$ cat config.mk
export PLATFORM = sky130hd
export DESIGN_NAME = display_scanner
export DESIGN_NICKNAME = d
export VERILOG_FILES = /design/src/rtl/display_scanner.sv
export SDC_FILE = /design/constraint.sdc
export NUM_CORES = 1
export LEC_CHECK = 0
export CORE_ASPECT_RATIO = 1.75
export CORE_MARGIN = 1.5
export CORE_UTILIZATION = 40
export CTS_CLUSTER_DIAMETER = 60
export CTS_CLUSTER_SIZE = 10
export DETAILED_ROUTE_END_ITERATION = 6
export GPL_ROUTABILITY_DRIVEN = 0
export PLACE_DENSITY = 0.66
export REMOVE_ABC_BUFFERS = 1
export SYNTH_ARGS = -nofsm -noshare
export SYNTH_HDL_FRONTEND = slang
export SYNTH_SLANG_ARGS = --single-unit
$ cat constraint.sdc
create_clock -name Clk -period 3.7 [get_ports Clk]
set_input_delay 0.74 -clock Clk [delete_from_list [all_inputs] [get_ports Clk]]
set_output_delay 0.74 -clock Clk [all_outputs]
set_load 0.01 [all_outputs]
$ cat src/rtl/display_scanner.sv
// Multiplexes a 16-bit hex value onto a shared nibble bus with one-hot digit enables.
// Value changes take effect only at frame boundaries. Digits can be blanked between slots.
module display_scanner #(
  parameter int unsigned DWELL = 4,
  parameter int unsigned GAP   = 1,
  parameter int unsigned CNT_W = 16
) (
  input  logic        Clk,
  input  logic        Reset,
  input  logic [15:0] Value,
  input  logic        Load,
  input  logic        Enable,
  input  logic        LzEn,
  output logic        Out0,
  output logic        Out1,
  output logic        Out2,
  output logic        Out3,
  output logic [3:0]  DigitEn,
  output logic        FrameDone
);

  localparam logic [1:0] StIdle = 2'd0;
  localparam logic [1:0] StShow = 2'd1;
  localparam logic [1:0] StGap  = 2'd2;

  localparam logic [CNT_W-1:0] DwellLast = CNT_W'(DWELL - 1);
  localparam logic [CNT_W-1:0] GapLast   = (GAP == 0) ? '0 : CNT_W'(GAP - 1);

  logic [1:0]       state_q, state_d;
  logic [1:0]       digit_q, digit_d;
  logic [CNT_W-1:0] cnt_q, cnt_d;
  logic [15:0]      active_q, active_d;
  logic [15:0]      pending_q, pending_d;
  logic             flag_q, flag_d;
  logic [3:0]       nibble_q, nibble_d;
  logic [3:0]       digit_en_q, digit_en_d;
  logic             frame_done_q;
  logic             wrap;
  logic             commit;
  logic [3:0]       lz_blank;

  always_comb begin
    state_d = state_q;
    digit_d = digit_q;
    cnt_d   = cnt_q;
    wrap    = 1'b0;
    if (!Enable) begin
      state_d = StIdle;
      digit_d = '0;
      cnt_d   = '0;
    end else begin
      unique case (state_q)
        StIdle: begin
          state_d = StShow;
          digit_d = '0;
          cnt_d   = '0;
        end
        StShow: begin
          if (cnt_q == DwellLast) begin
            cnt_d = '0;
            if (GAP == 0) begin
              digit_d = digit_q + 2'd1;
              wrap    = (digit_q == 2'd3);
            end else begin
              state_d = StGap;
            end
          end else begin
            cnt_d = cnt_q + CNT_W'(1);
          end
        end
        StGap: begin
          if (cnt_q == GapLast) begin
            state_d = StShow;
            cnt_d   = '0;
            digit_d = digit_q + 2'd1;
            wrap    = (digit_q == 2'd3);
          end else begin
            cnt_d = cnt_q + CNT_W'(1);
          end
        end
        default: state_d = StIdle;
      endcase
    end
  end

  // A Load on a commit edge lands in pending and stays flagged for the next commit.
  always_comb begin
    commit    = (state_q == StIdle) || wrap;
    pending_d = Load ? Value : pending_q;
    flag_d    = Load | (flag_q & ~commit);
    active_d  = (commit && flag_q) ? pending_q : active_q;
  end

  // Outputs are registered, so they are derived from the post-edge state and value.
  always_comb begin
    lz_blank[0] = 1'b0;
    lz_blank[1] = LzEn & ~|active_d[15:4];
    lz_blank[2] = LzEn & ~|active_d[15:8];
    lz_blank[3] = LzEn & ~|active_d[15:12];
    nibble_d    = nibble_q;
    digit_en_d  = '0;
    if (state_d == StShow) begin
      nibble_d = 4'(active_d >> {digit_d, 2'b00});
      if (!lz_blank[digit_d]) begin
        digit_en_d = 4'b0001 << digit_d;
      end
    end
  end

  always_ff @(posedge Clk or posedge Reset) begin
    if (Reset) begin
      state_q      <= StIdle;
      digit_q      <= '0;
      cnt_q        <= '0;
      active_q     <= '0;
      pending_q    <= '0;
      flag_q       <= 1'b0;
      nibble_q     <= '0;
      digit_en_q   <= '0;
      frame_done_q <= 1'b0;
    end else begin
      state_q      <= state_d;
      digit_q      <= digit_d;
      cnt_q        <= cnt_d;
      active_q     <= active_d;
      pending_q    <= pending_d;
      flag_q       <= flag_d;
      nibble_q     <= nibble_d;
      digit_en_q   <= digit_en_d;
      frame_done_q <= wrap;
    end
  end

  assign Out0      = nibble_q[3];
  assign Out1      = nibble_q[2];
  assign Out2      = nibble_q[1];
  assign Out3      = nibble_q[0];
  assign DigitEn   = digit_en_q;
  assign FrameDone = frame_done_q;

endmodule

# [Yosys cells after proc, flatten, opt, wreduce, memory -nomap -nowiden]
# Cells that the tools add are included.
[totals] inputBits=21 elab_cells=55 out_inout_bits=9 regBits=62
[op_classes] order_cmp=1 n_eq_ne=6 n_shift=2 add_sub_neg=2 n_bitwise=6 n_reduce_logical=10 mux=19
[op_table] op="16-bit two-way mux" count=4
[op_table] op="16-bit case mux with 3 select lines" count=1
[op_table] op="16-bit by 1-bit adder with 16-bit output, second input constant" count=1
[op_table] op="16-bit by 2-bit equality test with 1-bit output, second input constant" count=1
[op_table] op="16-bit logical NOT" count=1
[op_table] op="16-bit by 4-bit right shift with 4-bit output" count=1
[op_table] op="12-bit OR reduction" count=1
[op_table] op="2-bit two-way mux" count=5
[op_table] op="4-bit two-way mux" count=2
[op_table] op="8-bit OR reduction" count=1
[op_table] op="2-bit case mux with 3 select lines" count=1
[op_table] op="1-bit bitwise AND" count=4
[op_table] op="2-bit by 1-bit equality test with 1-bit output, second input constant" count=2
[op_table] op="2-bit equality test, second input constant" count=2
[op_table] op="1-bit two-way mux" count=4
[op_table] op="4-bit by 1-bit inequality test with 1-bit output, second input constant" count=1
[op_table] op="2-bit case mux with 2 select lines" count=1
[op_table] op="4-bit OR reduction" count=1
[op_table] op="1-bit by 2-bit << shifter with 4-bit output, first input constant" count=1
[op_table] op="1-bit logical NOT" count=3
[op_table] op="2-bit by 3-bit < comparator with 1-bit output, second input constant" count=1
[op_table] op="2-bit by 1-bit adder with 2-bit output, second input constant" count=1
[op_table] op="1-bit binary-select mux with 2-bit select" count=1
[op_table] op="2-bit logical NOT" count=1
[op_table] op="4 further kinds" count=4

# [Longest topological paths before layout]
# Gate-level depths: netlist (run 1).
[logic_depth] word_depth=14 depth_mapped=10 mapped_depth_nobuf=8

# [Worst setup path before layout (run 1)]
# No wires, ideal clock.
[synth_path] path_kind="flip-flop to flip-flop" start="register state_q[0]" end="register nibble_q[0]" setup_ps=128 arrival_ps=2213 path_slack_ps=1360 stages_incl_launch_ff=10 path_buffers=1 t_required_ps=3572 synth_period_minus_slack_ps=2340 cell_sequence="dfrtp_1 > inv_1 > ha_1 > nor4bb_2 > and4_1 > buf_4 > mux2_2 > o22ai_1 > o311ai_1 > mux2_1"
[synth_via] elab_chain_len=7 word_cells_on_any_way=16 classes_between="eq/ne: 3; shift: 1; mux: 9; reduce/logical: 3"
[synth_lines] item="start: declaration" line_no="29" text="logic [1:0] state_q, state_d;"
[synth_lines] item="start signal: assignment" line_no="112" text="state_q <= StIdle;"
[synth_lines] item="start signal: assignment" line_no="122" text="state_q <= state_d;"
[synth_lines] item="2-bit equality test" line_no="52" text="unique case (state_q)"
[synth_lines] item="1-bit two-way mux" line_no="52"
[synth_lines] item="1-bit two-way mux" line_no="47" text="if (!Enable) begin"
[synth_lines] item="1-bit logical OR" line_no="88" text="commit = (state_q == StIdle) || wrap;"
[synth_lines] item="1-bit logical AND" line_no="91" text="active_d = (commit && flag_q) ? pending_q : active_q;"
[synth_lines] item="16-bit two-way mux" line_no="91"
[synth_lines] item="16-bit by 4-bit right shift with 4-bit output" line_no="103" text="nibble_d = 4'(active_d >> {digit_d, 2'b00});"
[synth_lines] item="end signal: assignment" line_no="128" text="nibble_q <= nibble_d;"
[synth_lines] item="end: declaration" line_no="35" text="logic [3:0] nibble_q, nibble_d;"
# Several ways; a longest one is shown, not always the timed one.
# A chain may end at the register's enable or synchronous reset.

# [Worst setup path after layout (run 1)]
[layout_path] start="input Enable" end="register nibble_q[2]"
[layout_via] elab_chain_len=5 word_cells_on_any_way=8 classes_between="eq/ne: 1; shift: 1; mux: 4; reduce/logical: 2"
[layout_lines] item="start: declaration" line_no="12" text="input logic Enable,"
[layout_lines] item="1-bit two-way mux" line_no="47"
[layout_lines] item="1-bit logical OR" line_no="88"
[layout_lines] item="1-bit logical AND" line_no="91"
[layout_lines] item="16-bit two-way mux" line_no="91"
[layout_lines] item="16-bit by 4-bit right shift with 4-bit output" line_no="103"
# Several ways; a longest one is shown, not always the timed one.

==> results of run 1 <==
==> worst max-delay path by stage <==
stage                    start     endpoint  cells past startpoint
floorplan           state_q[0]  nibble_q[0]                      8
global placement        Enable   DigitEn[1]                      7
detailed placement      Enable  nibble_q[2]                      7
CTS                 state_q[0]   DigitEn[1]                      9
global route        state_q[0]   DigitEn[1]                      9
finish                  Enable  nibble_q[2]                      7
==> registers in the layout, summed over array words and instances, names as in the netlist <==
signal and cells:
active_q 16, cnt_q 16, pending_q 16, DigitEn 4, nibble_q 4, digit_q 2
state_q 2, FrameDone 1, flag_q 1
==> stage by stage <==
step,std cells,cell area [um2],utilization
after CTS,506,4170,0.487
after floorplan,340,3400,-
after global placement,490,3860,0.452
after global routing,506,4170,0.487
after detailed placement,490,3860,0.452
final,506,4170,0.487
==> final cells by class <==
cell class / count / area, um2
fillers: 799 / 4390
multi-input cells: 267 / 1810
flip-flops and latches: 62 / 1550
repair buffers: 33 / 320
clock buffers: 13 / 260
well taps: 117 / 146
clock inverters: 3 / 42.5
inverters: 11 / 41.3
==> where the power goes <==
part	switching, mW	internal, mW	leakage [nW]
logic	0.191	0.172	0.800
clock network	0.294	0.557	0.146
registers	0.0655	0.768	0.788
==> synthesized netlist by cell type, drive strengths merged (2+ instances only) <==
library cell  count  area (um2)
a211o             3        26.3
a211oi           12        95.1
a21boi            3        22.5
a21o              3        22.5
a21oi            13        76.3
a22o              8        70.1
a22oi             6        45.0
and2              5        32.5
and3              5        31.3
buf               9        63.8
clkbuf            9        33.8
dfrtp            62        1550
ha                7        87.6
inv              11        41.3
mux2             21         236
mux2i             3        30.0
nand2            57         216
nand3            20         100
nand4             2        25.0
nor2             11        41.3
nor2b             4        25.0
nor3              6        30.0
nor3b             2        15.0
nor4             10         108
o211ai            3        22.5
o21a              3        22.5
o21ai            24         135
o22ai            12        75.1
o311ai            4        35.0
or2               6        37.5
xnor2             5        43.8
==> kinds of logic after synthesis <==
kind of cell,after synthesis,synth area share
AO/OA/AOI/OAI,98,0.199
flip-flops,62,0.444
AND/OR/NAND/NOR,132,0.201
XOR/XNOR,6,0.0150
buffers and inverters,29,0.0397
multiplexers,24,0.0762
adder cells (fa/ha/maj),7,0.0251
==> layer usage <==
layer / up-vias / wire, um / GRT usage / part of all wire
met5: - / 0 / 0 / 0
met4: 0 / 381 / 0.131 / 0.045
met3: 24 / 317 / 0.0413 / 0.037
met2: 89 / 4620 / 0.343 / 0.54
met1: 1403 / 3200 / 0.211 / 0.38
li1: 1361 / - / - / -
==> results.json, run 1 <==
{
  "htreeDepth": 3,
  "grt_overflow": 0,
  "cts_buffer_depth": 2,
  "fmax_mhz": 336,
  "critPathMaxStageDelay_ns": 0.64,
  "core_mm2": 0.00856,
  "start_kind": "input pin",
  "cts-root-buf": "clkbuf_16",
  "hold_violations": 0,
  "crit_slowest_cell": "clkdlybuf4s50_1",
  "die_y_um": 127,
  "reg2reg_slack_ns": 0.76,
  "io_pins": 30,
  "routed_via_density": 5.69,
  "drive_above_1_share": 0.154,
  "antenna_found_initial": 0,
  "hp-class": "register to register",
  "p_leak_nw": 1.73,
  "max_slew_margin": 0.424,
  "cts_tree": "built",
  "vias": 2877,
  "worst_pin_slew_ns": 0.864,
  "synth_cells": 358,
  "grt_pass1_wl_um": 14100,
  "final.setup_skew_ns": 0.00805,
  "drtPass1Iterations": 5,
  "port_buffers": 29,
  "rsz0062_at_grt": "no",
  "die_w_um": 73.7,
  "hold_path_end": "nibble_q[2]",
  "drc": 0,
  "critPathCaptureType": "register",
  "insertion_delay_ns": 0.33,
  "first_iter_violations": 113,
  "antenna_left": 0,
  "yosysSeqAreaShare": 0.444,
  "nets": 412,
  "clock_sinks": 62,
  "diodes": 0,
  "maxCapViolations": 0,
  "finalSetupViolCount": 0,
  "grt_use_total": 0.199,
  "critical_path.top_delay_family": "compound AO/OA/AOI/OAI gates",
  "synth_seq_cells": 62,
  "cts_resized": 0,
  "dieArea_mm2": 0.00933,
  "postCtsSetupBuffers": 0,
  "yosys_warnings": 0,
  "cts_buffers": 9,
  "synthArstFlopShare": 1.00,
  "grt_max_degree": 33,
  "drt_wl_total_um": 8520,
  "hold_depth": 1,
  "min_period_over_period": 0.804,
  "r2r-end": "nibble_q[1]",
  "holdBufCountCts": 0,
  "syn_avg_cell_area_um2": 9.76,
  "total_power_mw": 2.05,
  "dp.final_hpwl_um": 6300,
  "slew_violations": 0,
  "crit_buf_inv": 1,
  "finalWorstSetupSlack_ns": 0.725,
  "final_cell_mix": "62 x dfrtp_1, 56 x nand2_1, 29 x clkdlybuf4s50_1, 20 x nand3_1, 19 x o21ai_0",
  "place_ws_ns": 0.505,
  "syn_to_final_growth_pct": 19.2,
  "required_ns": 3.91,
  "status": "finished, final reports clean",
  "crit_chain": "clkdlybuf4s50_1 > and2_0 > o21ai_1 > a22oi_1 > a21boi_0 > o311ai_1 > mux2_1",
  "grt_pass1_vias": 2846,
  "clkTransAtPathRegs_ns": 0.05,
  "p_per_area_mw_per_mm2": 491,
  "final_common_cell": "dfrtp_1",
  "hp-start": "nibble_q[2]",
  "finalCriticalPeriod_ns": 2.97,
  "fin_hold_ws_ns": 0.505,
  "synth_edf_count": 0,
  "wl_per_cell_um": 16.8,
  "ir_drop_v": 0.000255,
  "finalSetupTns_ns": 0,
  "reg2reg_from": "state_q[0]",
  "worstPathArrival_ns": 3.18,
  "critPathKind": "input pin to register",
  "crit_fanout": 10,
  "num_rows": 45,
  "reg2reg_depth": 8,
  "synth_area_mm2": 0.00350,
  "synth.distinct_cells": 54,
  "ys.flop_type": "dfrtp_1",
  "start_util": 0.408
}
Power figures use the tool's default switching activity.
==> inputs of run 2 (changes only) <==
Settings changed: PLACE_DENSITY 0.66 to 0.68.
Clock period 3.7 ns to 2.7 ns, I/O delays scaled along.
==> run 2 against run 1 <==
Via count up 4.1%. Wire length rose by 5.2%. Global-route usage is 1.1 points higher. Combinational power rose by 46%. Hold slack lost 0.011 ns. Power rose by 33%. Sequential cell count unchanged. Die area stayed put. Sequential power is 38% higher. Critical endpoint is now nibble_q[1]. Largest cell class unchanged. Highest routed layer unchanged.
==> results.json, run 2 (synthesis gave the netlist of run 1 again) <==
{
  "worst_pin_slew_ns": 0.760,
  "critPathCaptureType": "register",
  "grt_use_total": 0.210,
  "pwr-share-clk": 0.383,
  "grt_pass1_wl_um": 15000,
  "hold_violations": 0,
  "htreeDepth": 3,
  "instances_no_fill": 524,
  "antenna_left": 0,
  "postCtsSetupBuffers": 0,
  "drtPass1Iterations": 4,
  "hp-class": "input pin to asynchronous set/reset pin",
  "dp.final_hpwl_um": 6750,
  "antenna_found_initial": 0,
  "p_sw_frac": 0.284,
  "reg_top3": "active_q: 16 flops, cnt_q: 16 flops, pending_q: 16 flops",
  "dp.cells": 508,
  "port_buffers": 29,
  "slew_violations": 0,
  "critPathKind": "register to register",
  "cts_buffers": 9,
  "required_ns": 2.91,
  "nets": 430,
  "n_fill_cell": 832,
  "pwr-share-comb": 0.195,
  "final.setup_skew_ns": 0.0105,
  "start_util": 0.408,
  "clkTransAtPathRegs_ns": 0.06,
  "finalInstanceArea_mm2": 0.00431,
  "diodes": 0,
  "grt_overflow": 0,
  "total_power_mw": 2.73,
  "p_leak_nw": 1.83,
  "reg2reg_depth": 9,
  "start_kind": "register",
  "final_util": 0.504,
  "drc": 0,
  "grt_pass1_vias": 3158,
  "finalSetupViolCount": 0,
  "max_slew_margin": 0.492,
  "worstPathArrival_ns": 2.80,
  "syn_to_final_growth_pct": 23.3,
  "final_cell_mix": "62 x dfrtp_1, 56 x nand2_1, 29 x clkdlybuf4s50_1, 21 x buf_4, 20 x nand3_1",
  "die_w_um": 73.7,
  "reg2reg_from": "cnt_q[0]",
  "io_pins": 30,
  "final_common_cell": "dfrtp_1",
  "p_per_area_mw_per_mm2": 632,
  "seqPwrFrac": 0.422,
  "reg2reg_slack_ns": 0.11,
  "vias": 2994,
  "ir_drop_v": 0.000341,
  "grt_max_degree": 35,
  "insertion_delay_ns": 0.33,
  "num_rows": 45,
  "r2r-end": "nibble_q[1]",
  "status": "finished, final reports clean",
  "place_ws_ns": -0.0417,
  "wl_per_cell_um": 17.1,
  "dieArea_mm2": 0.00933,
  "cts-root-buf": "clkbuf_16",
  "clock_sinks": 62,
  "finalWorstSetupSlack_ns": 0.112,
  "drive_above_1_share": 0.199,
  "fmax_mhz": 386,
  "p_switching_uw": 775,
  "cts_tree": "built",
  "dpl-instance-area_mm2": 0.00401,
  "cts_buffer_depth": 2,
  "p_int_mw": 1.95,
  "min_period_over_period": 0.958,
  "crit_fanout": 12,
  "drt_wl_total_um": 8960,
  "finalCriticalPeriod_ns": 2.59,
  "routed_via_density": 5.71,
  "die_y_um": 127,
  "core_mm2": 0.00856,
  "maxCapViolations": 0,
  "first_iter_violations": 122
}
[run 2: timing repair]
item,in CTS,in global routing
setup endpoints to repair,1,5
hold buffers,0,0
resized for setup,1,3
hold endpoints to repair,0,0
gates cloned,0,0
[run 2: power by group through the flow]
stage / combinational [mW] / clock (mW) / sequential, mW
after floorplan: 0.304 / 0 / 1.14
after global placement: 0.509 / 0 / 1.16
after detailed placement: 0.522 / 0 / 1.16
after CTS: 0.530 / 1.07 / 1.15
after global routing: 0.585 / 1.11 / 1.16
final: 0.531 / 1.04 / 1.15
[run 2: cell type report]
| cell class | count | area [um2] | area share |
|---|---|---|---|
| multi-input combinational | 267 | 1830 | 0.425 |
| sequential | 62 | 1550 | 0.360 |
| tap | 117 | 146 | 0.0340 |
| timing repair buffer | 51 | 468 | 0.109 |
| clock buffer | 12 | 246 | 0.0572 |
| inverter | 11 | 41.3 | 0.00958 |
| clock inverter | 4 | 22.5 | 0.00523 |
[run 2: per-stage QoR]
step	hold slack, ns	setup TNS (ns)
after floorplan	0.481	0
after global placement	0.496	-0.0498
after detailed placement	0.497	-0.0417
after CTS	0.493	0
after global routing	0.519	-0.0828
final	0.493	0
[run 2: metal layers]
layer  global-route usage  share of wire  routed length (um)  up-vias
met5                    0              0                   0        -
met4                0.145          0.050                 450        0
met3               0.0429          0.034                 308       30
met2                0.360           0.55                4930       87
met1                0.220           0.36                3270     1477
li1                     -              -                   -     1400
[run 2: worst max path at each step]
| stage | slack, ns | endpoint | startpoint | cells after the start |
|---|---|---|---|---|
| 2_1_floorplan | 0.006 | nibble_q[0] | state_q[0] | 8 |
| 3_3_place_gp | -0.05 | DigitEn[1] | Enable | 7 |
| 3_5_place_dp | -0.04 | DigitEn[1] | Enable | 7 |
| 4_1_cts | 0.11 | nibble_q[0] | cnt_q[0] | 9 |
| 5_1_grt | -0.03 | nibble_q[3] | cnt_q[0] | 10 |
| 6_report | 0.11 | nibble_q[1] | cnt_q[0] | 9 |
[run 2: critical path, stage by stage, from the launching register on]
cell      delay [ns]
dfrtp_1         0.40
inv_1           0.10
ha_1            0.21
nor4bb_4        0.35
and4_1          0.30
buf_4           0.23
nor3_1          0.13
o22ai_1         0.29
o311ai_1        0.15
mux2_1          0.30
